--- src/rtl/rv32_pkg.sv ---
// Shared RV32I encodings: opcodes, control FSM states and datapath mux encodings.
// Used by the multi-cycle controller, the immediate generator and the datapath.
package rv32_pkg;

    localparam logic [6:0] OPC_LUI    = 7'b0110111;
    localparam logic [6:0] OPC_AUIPC  = 7'b0010111;
    localparam logic [6:0] OPC_JAL    = 7'b1101111;
    localparam logic [6:0] OPC_JALR   = 7'b1100111;
    localparam logic [6:0] OPC_BRANCH = 7'b1100011;
    localparam logic [6:0] OPC_LOAD   = 7'b0000011;
    localparam logic [6:0] OPC_STORE  = 7'b0100011;
    localparam logic [6:0] OPC_OP_IMM = 7'b0010011;
    localparam logic [6:0] OPC_OP     = 7'b0110011;

    // Bit positions of the one-hot instruction class vector.
    localparam int CLS_LUI    = 0;
    localparam int CLS_AUIPC  = 1;
    localparam int CLS_JAL    = 2;
    localparam int CLS_JALR   = 3;
    localparam int CLS_BRANCH = 4;
    localparam int CLS_LOAD   = 5;
    localparam int CLS_STORE  = 6;
    localparam int CLS_OP_IMM = 7;
    localparam int CLS_OP     = 8;
    localparam int CLS_N      = 9;

    typedef enum logic [2:0] {
        ST_FETCH  = 3'd0,
        ST_DECODE = 3'd1,
        ST_EXEC   = 3'd2,
        ST_MEM    = 3'd3,
        ST_WB     = 3'd4,
        ST_TRAP   = 3'd5
    } ctrl_state_t;

    localparam logic [1:0] ALU_A_RS1  = 2'd0;
    localparam logic [1:0] ALU_A_PC   = 2'd1;
    localparam logic [1:0] ALU_A_ZERO = 2'd2;

    localparam logic ALU_B_RS2 = 1'b0;
    localparam logic ALU_B_IMM = 1'b1;

    localparam logic [1:0] WB_ALU = 2'd0;
    localparam logic [1:0] WB_MEM = 2'd1;
    localparam logic [1:0] WB_PC4 = 2'd2;

    localparam logic [1:0] PC_PLUS4     = 2'd0;
    localparam logic [1:0] PC_ALU       = 2'd1;
    localparam logic [1:0] PC_ALU_ALIGN = 2'd2;

    localparam logic [1:0] TRAP_NONE    = 2'd0;
    localparam logic [1:0] TRAP_ILLEGAL = 2'd1;
    localparam logic [1:0] TRAP_TIMEOUT = 2'd2;

endpackage

--- src/rtl/rv32_opcode_decode.sv ---
// Combinational opcode classifier: one-hot instruction class plus an illegal flag
// for any opcode outside the supported RV32I base set.
module rv32_opcode_decode
    import rv32_pkg::*;
(
    input  logic [6:0]       opcode,
    output logic [CLS_N-1:0] cls,
    output logic             illegal
);

    always_comb begin
        cls = '0;
        case (opcode)
            OPC_LUI:    cls[CLS_LUI]    = 1'b1;
            OPC_AUIPC:  cls[CLS_AUIPC]  = 1'b1;
            OPC_JAL:    cls[CLS_JAL]    = 1'b1;
            OPC_JALR:   cls[CLS_JALR]   = 1'b1;
            OPC_BRANCH: cls[CLS_BRANCH] = 1'b1;
            OPC_LOAD:   cls[CLS_LOAD]   = 1'b1;
            OPC_STORE:  cls[CLS_STORE]  = 1'b1;
            OPC_OP_IMM: cls[CLS_OP_IMM] = 1'b1;
            OPC_OP:     cls[CLS_OP]     = 1'b1;
            default:    cls = '0;
        endcase
        illegal = (cls == '0);
    end

endmodule

--- src/rtl/rv32_multicycle_ctrl.sv ---
// Multi-cycle RV32I control FSM: FETCH/DECODE/EXEC/MEM/WB sequencing, memory
// request handshake with a wait-cycle timeout, and a sticky trap state.
module rv32_multicycle_ctrl
    import rv32_pkg::*;
#(
    parameter int TIMEOUT_CYCLES = 16
) (
    input  logic        clk,
    input  logic        rst_n,
    input  logic [31:0] instr,
    input  logic        mem_ready,
    input  logic        br_taken,
    output logic        pc_we,
    output logic        ir_we,
    output logic        rf_we,
    output logic        mem_req,
    output logic        mem_we,
    output logic        mem_addr_sel,
    output logic [1:0]  alu_a_sel,
    output logic        alu_b_sel,
    output logic        alu_funct_en,
    output logic [1:0]  wb_sel,
    output logic [1:0]  pc_src,
    output logic        retire,
    output logic [1:0]  trap_cause,
    output logic [2:0]  state
);

    // A zero limit disables the timeout but still needs a legal 1-bit counter.
    localparam int CNT_W = (TIMEOUT_CYCLES > 0) ? $clog2(TIMEOUT_CYCLES + 1) : 1;

    ctrl_state_t      state_q, state_d;
    logic [1:0]       trap_cause_q, trap_cause_d;
    logic [CNT_W-1:0] tmo_cnt_q, tmo_cnt_d, tmo_cnt_inc;
    logic             tmo_hit;

    logic [CLS_N-1:0] cls;
    logic             illegal;
    logic             is_load, is_store, is_branch;
    logic [1:0]       ex_alu_a;
    logic             ex_alu_b, ex_funct_en;
    logic             unused_instr_bits;

    rv32_opcode_decode u_decode (
        .opcode  (instr[6:0]),
        .cls     (cls),
        .illegal (illegal)
    );

    assign is_load   = cls[CLS_LOAD];
    assign is_store  = cls[CLS_STORE];
    assign is_branch = cls[CLS_BRANCH];
    assign unused_instr_bits = ^instr[31:12];

    // Limit is reached on the wait cycle that would bring the count to TIMEOUT_CYCLES.
    assign tmo_cnt_inc = tmo_cnt_q + CNT_W'(1);
    assign tmo_hit     = (TIMEOUT_CYCLES != 0) && (tmo_cnt_inc == CNT_W'(TIMEOUT_CYCLES));

    // ALU operand selection depends only on the class, so it holds from EXEC onward.
    always_comb begin
        ex_alu_a    = ALU_A_RS1;
        ex_alu_b    = ALU_B_IMM;
        ex_funct_en = 1'b0;
        if (cls[CLS_OP]) begin
            ex_alu_b    = ALU_B_RS2;
            ex_funct_en = 1'b1;
        end
        if (cls[CLS_OP_IMM]) begin
            ex_funct_en = 1'b1;
        end
        if (cls[CLS_BRANCH] || cls[CLS_JAL] || cls[CLS_AUIPC]) begin
            ex_alu_a = ALU_A_PC;
        end
        if (cls[CLS_LUI]) begin
            ex_alu_a = ALU_A_ZERO;
        end
    end

    always_comb begin
        state_d      = state_q;
        trap_cause_d = trap_cause_q;
        tmo_cnt_d    = '0;
        case (state_q)
            ST_FETCH: begin
                if (mem_ready) begin
                    state_d = ST_DECODE;
                end else if (tmo_hit) begin
                    state_d      = ST_TRAP;
                    trap_cause_d = TRAP_TIMEOUT;
                end else begin
                    tmo_cnt_d = tmo_cnt_inc;
                end
            end
            ST_DECODE: begin
                if (illegal) begin
                    state_d      = ST_TRAP;
                    trap_cause_d = TRAP_ILLEGAL;
                end else begin
                    state_d = ST_EXEC;
                end
            end
            ST_EXEC: begin
                if (is_load || is_store) begin
                    state_d = ST_MEM;
                end else if (is_branch) begin
                    state_d = ST_FETCH;
                end else begin
                    state_d = ST_WB;
                end
            end
            ST_MEM: begin
                if (mem_ready) begin
                    state_d = is_store ? ST_FETCH : ST_WB;
                end else if (tmo_hit) begin
                    state_d      = ST_TRAP;
                    trap_cause_d = TRAP_TIMEOUT;
                end else begin
                    tmo_cnt_d = tmo_cnt_inc;
                end
            end
            ST_WB:   state_d = ST_FETCH;
            ST_TRAP: state_d = ST_TRAP;
            default: state_d = ST_FETCH;
        endcase
    end

    always_ff @(posedge clk or negedge rst_n) begin
        if (!rst_n) begin
            state_q      <= ST_FETCH;
            trap_cause_q <= TRAP_NONE;
            tmo_cnt_q    <= '0;
        end else begin
            state_q      <= state_d;
            trap_cause_q <= trap_cause_d;
            tmo_cnt_q    <= tmo_cnt_d;
        end
    end

    // All defaults are the zero encodings, so gating on rst_n silences every output.
    always_comb begin
        pc_we        = 1'b0;
        ir_we        = 1'b0;
        rf_we        = 1'b0;
        mem_req      = 1'b0;
        mem_we       = 1'b0;
        mem_addr_sel = 1'b0;
        alu_a_sel    = ALU_A_RS1;
        alu_b_sel    = ALU_B_RS2;
        alu_funct_en = 1'b0;
        wb_sel       = WB_ALU;
        pc_src       = PC_PLUS4;
        retire       = 1'b0;
        if (rst_n) begin
            case (state_q)
                ST_FETCH: begin
                    mem_req = 1'b1;
                    ir_we   = mem_ready;
                end
                ST_EXEC: begin
                    alu_a_sel    = ex_alu_a;
                    alu_b_sel    = ex_alu_b;
                    alu_funct_en = ex_funct_en;
                    if (is_branch) begin
                        pc_we  = 1'b1;
                        pc_src = br_taken ? PC_ALU : PC_PLUS4;
                        retire = 1'b1;
                    end
                end
                ST_MEM: begin
                    alu_a_sel    = ex_alu_a;
                    alu_b_sel    = ex_alu_b;
                    alu_funct_en = ex_funct_en;
                    mem_req      = 1'b1;
                    mem_addr_sel = 1'b1;
                    mem_we       = is_store;
                    if (mem_ready && is_store) begin
                        pc_we  = 1'b1;
                        retire = 1'b1;
                    end
                end
                ST_WB: begin
                    alu_a_sel    = ex_alu_a;
                    alu_b_sel    = ex_alu_b;
                    alu_funct_en = ex_funct_en;
                    rf_we        = (instr[11:7] != 5'd0);
                    pc_we        = 1'b1;
                    retire       = 1'b1;
                    if (is_load) begin
                        wb_sel = WB_MEM;
                    end else if (cls[CLS_JAL] || cls[CLS_JALR]) begin
                        wb_sel = WB_PC4;
                    end
                    if (cls[CLS_JAL]) begin
                        pc_src = PC_ALU;
                    end else if (cls[CLS_JALR]) begin
                        pc_src = PC_ALU_ALIGN;
                    end
                end
                default: ;
            endcase
        end
    end

    assign trap_cause = trap_cause_q;
    assign state      = state_q;

endmodule

--- config.mk ---
export PLATFORM = sky130hd
export DESIGN_NAME = rv32_multicycle_ctrl
export DESIGN_NICKNAME = d
export VERILOG_FILES = /design/src/rtl/rv32_pkg.sv /design/src/rtl/rv32_opcode_decode.sv /design/src/rtl/rv32_multicycle_ctrl.sv
export SDC_FILE = /design/constraint.sdc
export NUM_CORES = 1
export LEC_CHECK = 0
export BUFFER_PORTS_ARGS = -buffer_cell sky130_fd_sc_hd__buf_2
export CAP_MARGIN = 30
export CORE_UTILIZATION = 40
export DETAILED_ROUTE_END_ITERATION = 10
export PLACE_DENSITY = 0.8
export SYNTH_ARGS = -nofsm -noshare
export SYNTH_HDL_FRONTEND = slang
export SYNTH_SLANG_ARGS = --single-unit
--- constraint.sdc ---
create_clock -name clk -period 4.1 [get_ports clk]
set_input_delay 0.82 -clock clk [delete_from_list [all_inputs] [get_ports clk]]
set_output_delay 0.82 -clock clk [all_outputs]
set_load 0.01 [all_outputs]
# After elaboration in Yosys (flattened, before gate mapping)
# Cells that the tools add are included.
[classes] addsub=1 n_eq_ne=18 n_mux=59 n_reduce_logical=12
[op_table] op="$mux W1" n=32
[op_table] op="$mux W2" n=13
[op_table] op="$eq A7 B6 Y1 const B" n=3
[op_table] op="$eq A7 B7 Y1 const B" n=3
[op_table] op="$mux W3" n=7
[op_table] op="$mux W5" n=3
[op_table] op="$pmux W3 S5" n=1
[op_table] op="$eq A7 B5 Y1 const B" n=2
[op_table] op="$logic_not A9 Y1" n=1
[op_table] op="$pmux W2 S2" n=2
[op_table] op="$eq A7 B2 Y1 const B" n=1
[op_table] op="$eq A3 B2 Y1 const B" n=2
[op_table] op="$eq A3 B3 Y1 const B" n=2
[op_table] op="$add A5 B1 Y5 const B" n=1
[op_table] op="$eq A5 B5 Y1 const B" n=1
[op_table] op="$reduce_bool A5 Y1" n=1
[op_table] op="$logic_or A1 B1 Y1" n=4
[op_table] op="$ne A2 B2 Y1 const B" n=2
[op_table] op="$reduce_and A4 Y1" n=1
[op_table] op="$eq A3 B1 Y1 const B" n=1
[op_table] op="$logic_not A3 Y1" n=1
[op_table] op="$pmux W1 S3" n=1
[op_table] op="$reduce_or A3 Y1" n=1
[op_table] op="$ne A2 B1 Y1 const B" n=1
[op_table] op="3 further kinds" n=3
[totals] regBits=10 input_bits=36 out_inout_bits=20 elab_cells=93

# Longest topological paths before layout
# Gate-level depths: netlist (run 1).
[depth] word_depth=8 mapped_depth=6 depth_no_buf=5

# Cells and area by module
# From an unflattened synthesis (run 1), not the netlist that was laid out.
[unflattened] cells_unflattened=121 hier_area_um2=908.4
[modules_own_cells] mod="rv32_multicycle_ctrl" n_inst=1 cells_each=100 area_per_inst_um2=782.0 seq_area_each_um2=250.2
[modules_own_cells] mod="rv32_opcode_decode" n_inst=1 cells_each=21 area_per_inst_um2=126.4 seq_area_each_um2=0.0

# Worst setup path before layout (run 1)
# Ideal clock, no wire load.
[synth_timing] path_kind="input to output" from="in instr[2]" to="out retire" arrival_ns=2.079 required_ns=3.280 path_slack_ns=1.201 stages=6 n_path_buf=2 path_cell_list="and4bb_1 buf_4 nand4_1 or3_1 a31oi_1 buf_4"
[synth_between] elab_chain_len=6 elab_cells_between_ends=9 classes_between="2 x eq/ne; 6 x mux; 1 x reduce/logical"
[synth_rtl] item="start: declaration" line_no="rv32_multicycle_ctrl.sv:10" source="input logic [31:0] instr,"
[synth_rtl] item="$eq A7 B6 Y1" line_no="rv32_opcode_decode.sv:13" source="case (opcode)"
[synth_rtl] item="$mux W1" line_no="rv32_opcode_decode.sv:13"
[synth_rtl] item="$logic_and A1 B1 Y1" line_no="rv32_multicycle_ctrl.sv:176" source="if (mem_ready && is_store) begin"
[synth_rtl] item="$mux W1"
[synth_rtl] item="$pmux W1 S3 *"
[synth_rtl] item="$mux W1 *"
[synth_rtl] item="end: declaration" line_no="rv32_multicycle_ctrl.sv:24" source="output logic retire,"
# Every way passes the cells marked *; elsewhere a longest branch is shown, timed or not.

# Worst setup path in the final report (run 1)
[layout_timing] from="in instr[2]" to="out pc_we"
[layout_between] elab_chain_len=6 elab_cells_between_ends=9 classes_between="2 x eq/ne; 6 x mux; 1 x reduce/logical"
[layout_rtl] item="$eq A7 B6 Y1" line_no="rv32_opcode_decode.sv:13"
[layout_rtl] item="$mux W1" line_no="rv32_opcode_decode.sv:13"
[layout_rtl] item="$logic_and A1 B1 Y1" line_no="rv32_multicycle_ctrl.sv:176"
[layout_rtl] item="$mux W1" line_no="rv32_multicycle_ctrl.sv:176"
[layout_rtl] item="$pmux W1 S3 *" line_no="rv32_multicycle_ctrl.sv:154" source="case (state_q)"
[layout_rtl] item="$mux W1 *" line_no="rv32_multicycle_ctrl.sv:153" source="if (rst_n) begin"
[layout_rtl] item="end: declaration" line_no="rv32_multicycle_ctrl.sv:13" source="output logic pc_we,"
# Marks and branches as above.

==> results of run 1 <==
-- cells in the mapped netlist (3+ instances only) --
cell type and number:
dfrtp_1 10, nand2b_1 5, nand3_1 5, nor3_1 4
clkbuf_1 4, inv_1 4, o21ai_0 4, a21oi_1 4
nor2_1 16, nand2_1 10, nand4_1 3, nor2b_1 7
-- metal layers --
metal | share of wire | GRT usage | vias up
met5 | 0 | 0 | -
met4 | 0.011 | 0.100 | 0
met3 | 0.064 | 0.0407 | 4
met2 | 0.47 | 0.341 | 33
met1 | 0.45 | 0.231 | 424
li1 | - | - | 469
-- state kept, by name, indices dropped and copies added (netlist names) --
signal / flops
state: 3
tmo_cnt_q: 5
trap_cause: 2
-- kinds of logic (layout without fill, tap and decap cells) --
logic type | count (synthesis) | count (layout)
adder cells (fa/ha/maj) | 1 | 1
AND/OR/NAND/NOR | 63 | 63
multiplexers | 2 | 2
XOR/XNOR | 3 | 3
buffers and inverters | 10 | 42
AO/OA/AOI/OAI | 22 | 22
flip-flops | 10 | 10
-- final cells by class --
type	instances	area (um^2)	share of cell area
repair buffers	35	175	0.165
multi-input cells	91	562	0.531
flip-flops and latches	10	250	0.236
well taps	27	33.8	0.0319
inverters	4	15.0	0.0142
clock buffers	3	22.5	0.0213
-- worst min path at each step --
stage | startpoint | endpoint | slack (ns) | cells past startpoint
detailed placement | trap_cause[0] | trap_cause[0] | 0.49 | 1
CTS | rst_n | tmo_cnt_q[3] | 0.44 | 1
floorplan | tmo_cnt_q[0] | tmo_cnt_q[0] | 0.45 | 1
global placement | trap_cause[0] | trap_cause[0] | 0.47 | 1
global route | rst_n | tmo_cnt_q[3] | 0.46 | 1
finish | rst_n | tmo_cnt_q[1] | 0.44 | 1
-- power by group through the flow --
stage	clock network, mW	logic, mW	registers, mW
detailed placement	0	0.0292	0.103
global placement	0	0.0283	0.103
CTS	0.0675	0.0293	0.102
floorplan	0	0.0108	0.104
global route	0.0728	0.0327	0.102
finish	0.0637	0.0293	0.102
-- per-stage QoR --
| stage | power (mW) | worst slack, ns | util | instances | hold WS [ns] |
|---|---|---|---|---|---|
| after floorplan | 0.115 | 1.20 | - | 111 | 0.455 |
| after global placement | 0.132 | 1.06 | 0.523 | 167 | 0.473 |
| after detailed placement | 0.133 | 1.03 | 0.523 | 167 | 0.487 |
| after CTS | 0.198 | 1.03 | 0.534 | 170 | 0.439 |
| after global routing | 0.207 | 0.885 | 0.534 | 170 | 0.456 |
| final | 0.195 | 1.03 | 0.534 | 170 | 0.437 |
-- critical path: stages --
cell and delay, ns:
buf_2 0.14, and4bb_1 0.44, nand4_1 0.15, or3_1 0.32
a31oi_1 0.21, buf_2 0.17
==> PnR_summary.wiki, run 1 <==
{| class="wikitable"
! Metric !! Value
|-
| Input/output buffers || 35
|-
| Yosys warning total || 0
|-
| Netlist area before placement || around 860 um^2
|-
| Cell types with the largest area share after synthesis || dfrtp_1 29%, nor2_1 7.0%, nor2b_1 5.1%
|-
| Post-detailed-route count of antenna-violating nets || 0
|-
| Number of hold violations in the final report || 0
|-
| FFs w/ async S/R, synth || 1.00
|-
| Endpoint required time on the critical path || approximately 3.3 ns
|-
| Routed wire length per instance || 11.9 um
|-
| Hold-fix buffers, CTS || 0
|-
| Clock-pin slew on the worst setup and hold paths || 0.06 ns
|-
| Ratio of routed vias to standard cells || around 5.5
|-
| Run status || complete, no violations
|-
| Capturing point of the worst reg2reg path || state[2]
|-
| Critical Path End Type || output port
|-
| Clock tree from TritonCTS || yes
|-
| Portion of synthesized cell area occupied by the leading cell type || 0.292
|-
| DR DRC count || 0
|-
| Normalized max-slew margin || 0.637
|-
| Horiz. Die Dim || about 48 um
|-
| Main flop type after synthesis || dfrtp_1
|-
| Max Slew Vio Count || 0
|-
| Xor and xnor fraction of the mapped netlist area || 0.0307
|-
| Synth Area in Compound Gates || 0.188
|-
| Standard cell core area || about 0.0020 mm^2
|-
| Final weighted congestion of routability-driven global placement || 0.793
|-
| Number of clock buffers inserted by TritonCTS || 3
|-
| Post-route standard cell area excluding fillers || between 0.001 and 0.0015 mm^2
|-
| Leakage power of the design || around 0.49 nW
|-
| Placement row count || 16
|-
| Number of filler instances in the final layout || 200
|-
| Seq pwr share || 0.522
|-
| Final-layout setup total negative slack || 0 ns
|-
| Final layout net count || 182
|-
| Startpoint class of the critical path || input pin
|-
| Max clock buf depth || 2
|-
| Sequential area share after synthesis || 0.292
|-
| Net count of the mapped netlist || roughly 150
|-
| Fraction of final layout cells with drive strength greater than 1 || 0.273
|-
| Switching power || between 40 and 50 uW
|-
| Die area || roughly 0.0023 mm^2
|-
| Clock group share of total power || 0.327
|-
| Setup slack of the most critical reg-to-reg path || 2.50 ns
|-
| Peak supply drop || 0.000160 V
|-
| Placed Area || about 0.0010 mm^2
|-
| Detailed-route via count || a little over 900
|-
| Detail Placement HPWL || approximately 1600 um
|-
| Combinational share of power || 0.150
|-
| Max capacitance violation total || 0
|-
| Top library cells by usage in the layout, fill and taps aside || 35 x buf_2, 16 x nor2_1, 10 x nand2_1, 10 x dfrtp_1, 7 x nor2b_1
|-
| Top-level I/O count || 56
|-
| Count of TritonRoute iterations in the first routing pass || 4
|-
| Most common library cell in the layout ignoring fill and taps || buf_2
|-
| Biggest fanout along the worst timing path || 8
|-
| Signed area change from the synthesized netlist to the final layout || 23.5%
|-
| Final wirelength || slightly above 2000 um
|-
| Final count of negative-setup-slack endpoints || 0
|-
| Total global-route track usage || 0.198
|-
| Critical Path Sink || pc_we
|-
| Simple-gate area share of the yosys netlist || 0.399
|-
| Largest net degree at the start of global routing || 17
|-
| Share of the clock period used by the worst path || 0.749
|-
| Flops & latches, synth || 10
|-
| Die Y-Extent || between 40 and 50 um
|-
| Startpoint of the worst register-to-register path || state[2]
|-
| Worst reg2reg path depth || 4
|-
| Global-route wire length before repair || 3260 um
|-
| Crit. Startpoint || instr[2]
|-
| Combinational family with the most area after synthesis || simple AND/OR/NAND/NOR gates
|-
| Ratio of total power to cell area || approximately 180 mW/mm^2
|-
| Number of flops mapped to enable cells by yosys || 0
|-
| Maximum clock rate || ~330 MHz
|-
| Type of the worst setup path || input pin to output port
|-
| Number of cells produced by synthesis || around 110
|-
| Total overflow reported by the global router || 0
|-
| TritonCTS sink count || 10
|-
| Cell taking the most area after synthesis || dfrtp_1
|-
| Clock skew || around 0.004 ns
|-
| Min Tclk post-route || 3.07 ns
|-
| Switching Fraction || 0.247
|-
| Max H-tree Level || 1
|-
| Post-synthesis average cell area || between 7 and 8 um^2
|-
| Setup repair after global routing missed its margin || false
|-
| Pin slew with the least headroom to its limit || roughly 0.54 ns
|-
| Internal || 147 uW
|-
| Distinct cells, synth || 37
|-
| Worst-Skew Late Latency || between 0.2 and 0.3 ns
|-
| Post-cts sizing count || 0
|-
| Count of routing violations after the opening detailed-route iteration || 30
|-
| Number of global-route vias before repair || 833
|-
| Initial Utilization || 0.432
|-
| CTS Root Buffer Type || clkbuf_4
|-
| Post-CTS Setup Repair Bufs || 0
|-
| Synthesized-area fraction occupied by adder cells || 0.0146
|-
| Initial antenna violation count || 0
|-
| Antenna cells || 0
|-
| Fraction of synthesized area in multiplexers || 0.0234
|-
| Class of the tightest hold or removal check || input pin to asynchronous set/reset pin
|-
| Data arrival, critical path || about 2.3 ns
|}
Note: power is estimated with default switching activity, not from simulation.
==> run 2: changes to the inputs <==
- ABC_AREA: unset -> 1
- CORE_UTILIZATION: 40 -> 37
- PLACE_DENSITY: 0.8 -> 0.78
- clock period: 4.1 -> 2.8 ns (I/O delays scaled with it)
==> run 2 against run 1 <==
Compared with the run above:
- sequential share of layout area shrank 0.41 points
- first-iteration DRC count grew 17%
- worst hold slack lost 0.26 ns
- clock power grew 99%
- via count grew 2.9%
- critical path depth shrank 1
- synthesized area shrank 2.0%
==> PnR_summary.wiki, run 2 <==
{| class="wikitable"
! Metric !! Value
|-
| Run status || complete, no violations
|-
| Flops & latches, synth || 10
|-
| Final wirelength || about 2000 um
|-
| Crit. Startpoint || state[2]
|-
| Top library cells by usage in the layout, fill and taps aside || 35 x buf_2, 28 x nand2_1, 20 x nor2_1, 15 x inv_1, 12 x nand3_1
|-
| Post-cts sizing count || 0
|-
| Ratio of routed vias to standard cells || around 5
|-
| Combinational share of power || 0.457
|-
| Most common library cell in the layout ignoring fill and taps || buf_2
|-
| Internal || around 360 uW
|-
| Most common cell in the netlist || nand2_1
|-
| Register with the highest flop count || tmo_cnt_q
|-
| Standard cell core area || between 0.002 and 0.0025 mm^2
|-
| Setup repair after global routing missed its margin || false
|-
| Final count of negative-setup-slack endpoints || 0
|-
| Critical Path End Type || output port
|-
| Post-synthesis average cell area || about 6.5 um^2
|-
| Number of clock buffers inserted by TritonCTS || 3
|-
| Fraction of final layout cells with drive strength greater than 1 || 0.335
|-
| Data arrival, critical path || 1.65 ns
|-
| Most used standard cells in the synthesized netlist || 28 x nand2_1, 20 x nor2_1, 15 x inv_1
|-
| Global routing usage on met3 || 0.0494
|-
| Initial antenna violation count || 0
|-
| Hold-fix buffers, CTS || 0
|-
| Max H-tree Level || 1
|-
| Routing layer with the top usage in global route || met2
|-
| Netlist area before placement || around 840 um^2
|-
| Post-detailed-route count of antenna-violating nets || 0
|-
| Slowest stage cell on the critical path || dfrtp_1
|-
| Endpoint required time on the critical path || between 2 and 2.5 ns
|-
| Placed Area || around 0.0010 mm^2
|-
| Distinct cells, synth || 23
|-
| Pin slew with the least headroom to its limit || a little under 0.3 ns
|-
| Detailed-route via count || about 960
|-
| Count of TritonRoute iterations in the first routing pass || 4
|-
| Maximum clock rate || between 400 and 500 MHz
|-
| Max clock buf depth || 2
|-
| Net count of the mapped netlist || between 150 and 200
|-
| Switching power || roughly 270 uW
|-
| Class of the tightest hold or removal check || input pin to asynchronous set/reset pin
|-
| Final-layout setup total negative slack || 0 ns
|-
| Startpoint of the worst register-to-register path || tmo_cnt_q[0]
|-
| Type of the worst setup path || flip-flop to output port
|-
| Detail Placement HPWL || 1660 um
|-
| Global-route wire length before repair || around 3300 um
|-
| Global routing usage on met2 || 0.291
|-
| Worst reg2reg path depth || 7
|-
| Initial Utilization || 0.411
|-
| Portion of synthesized cell area occupied by the leading cell type || 0.298
|-
| Crit path cell chain || inv_2, nor3_2, nand2_1, nor4_1, buf_2
|-
| Worst-Skew Late Latency || 0.26 ns
|-
| Number of cells produced by synthesis || around 130
|-
| Clock-pin slew on the worst setup and hold paths || about 0.060 ns
|-
| Top-level I/O count || between 50 and 60
|-
| Clock skew || 0.000791 ns
|-
| Final layout net count || roughly 210
|-
| Largest net degree at the start of global routing || 15
|-
| Clock group share of total power || 0.202
|-
| Biggest fanout along the worst timing path || 6
|-
| Number of global-route vias before repair || between 800 and 900
|-
| Sequential area share after synthesis || 0.298
|-
| Normalized max-slew margin || 0.806
|-
| Die area || ~0.0025 mm^2
|-
| Cell Count, Final, Fillers Out || between 150 and 200
|-
| Max capacitance violation total || 0
|-
| Setup slack after placement || about 0.65 ns
|-
| Main flop type after synthesis || dfrtp_1
|-
| Setup slack of the most critical reg-to-reg path || 1.37 ns
|-
| Share of the clock period used by the worst path || 0.790
|-
| Post-route standard cell area excluding fillers || 0.00108 mm^2
|-
| Number of hold violations in the final report || 0
|-
| Total global-route track usage || 0.172
|-
| Antenna cells || 0
|-
| Switching Fraction || 0.429
|-
| DR DRC count || 0
|-
| Min Tclk post-route || 2.21 ns
|-
| Largest register FFs || 5
|-
| Cell types with the largest area share after synthesis || dfrtp_1 30%, nand2_1 13%, nor2_1 8.9%
|-
| Signed area change from the synthesized netlist to the final layout || 28.3%
|-
| Max Slew Vio Count || 0
|-
| FFs w/ async S/R, synth || 1.00
|-
| Post-CTS Setup Repair Bufs || 0
|-
| Clock tree from TritonCTS || yes
|-
| CTS Root Buffer Type || clkbuf_4
|-
| Number of flops mapped to enable cells by yosys || 0
|-
| Startpoint class of the critical path || flip-flop
|-
| Worst-case setup margin in the final layout || about 0.6 ns
|-
| Yosys warning total || 0
|-
| TritonCTS sink count || 10
|-
| Seq pwr share || 0.341
|-
| Largest stage delay on the critical path || about 0.47 ns
|-
| Total overflow reported by the global router || 0
|-
| Family with the most delay on the worst path || simple AND/OR/NAND/NOR gates
|-
| Die Y-Extent || a little under 50 um
|-
| Count of routing violations after the opening detailed-route iteration || 35
|-
| Peak supply drop || 0.000424 V
|-
| Cell taking the most area after synthesis || dfrtp_1
|-
| Placement row count || 16
|-
| Placed cells || 190
|-
| Horiz. Die Dim || 49.6 um
|-
| Input/output buffers || 35
|-
| Capturing point of the worst reg2reg path || state[1]
|-
| Met1 usage || 0.218
|-
| Routed wire length per instance || 10.6 um
|-
| Final weighted congestion of routability-driven global placement || between 0.8 and 0.9
|-
| Leakage power of the design || about 0.60 nW
|-
| Ratio of total power to cell area || just under 600 mW/mm^2
|-
| Count of buffering cells on the critical path with inverters included || 2
|}
## run 2: cell type report
class / count / area (um^2)
clock buffers: 4 / 36.3
fillers: 223 / 965
inverters: 19 / 71.3
multi-input cells: 99 / 510
flip-flops and latches: 10 / 250
well taps: 27 / 33.8
repair buffers: 35 / 175
## run 2: worst register-to-register path, delay by kind of cell, from the launching register on
| family | cells | cell delay (ns) |
|---|---|---|
| adders and majority gates | 1 | 0.18 |
| DFF | 1 | 0.39 |
| xor gates and xnor gates | 1 | 0.21 |
| and+or+nand+nor | 5 | 0.55 |
## run 2: kinds of logic (layout without fill, tap and decap cells)
group | count (synthesis) | count (layout) | synth area share
xor+xnor | 1 | 1 | 0.0194
simple gates | 86 | 86 | 0.505
buf+inv | 20 | 58 | 0.0939
flops | 10 | 10 | 0.298
fa+ha+maj | 1 | 1 | 0.0149
compound gates | 11 | 11 | 0.0685
## run 2: routing by layer
layer	wire length [um]	vias to the layer above
met4	0	0
met5	0	-
met1	943	423
met3	130	0
li1	-	499
met2	984	35
## run 2: power by group through the flow
stage	Clock, mW	Sequential (mW)	Combinational, mW
2_1_floorplan	0	0.220	0.191
3_3_place_gp	0	0.214	0.281
3_5_place_dp	0	0.216	0.286
4_1_cts	0.130	0.213	0.289
5_1_grt	0.141	0.218	0.321
6_report	0.127	0.214	0.287
## run 2: worst max-delay path by stage
| stage | slack (ns) | cells past startpoint | end |
|---|---|---|---|
| after floorplan | 0.88 | 9 | retire |
| after global placement | 0.69 | 8 | alu_funct_en |
| after detailed placement | 0.65 | 10 | pc_we |
| after CTS | 0.60 | 5 | pc_src[1] |
| after global routing | 0.45 | 5 | pc_src[1] |
| final | 0.59 | 5 | pc_src[1] |
## run 2: metrics by stage
stage	util	hold WS, ns	power (mW)
floorplan	-	0.264	0.411
global placement	0.510	0.452	0.495
detailed placement	0.510	0.460	0.502
CTS	0.528	0.171	0.632
global route	0.528	0.169	0.679
finish	0.528	0.173	0.629
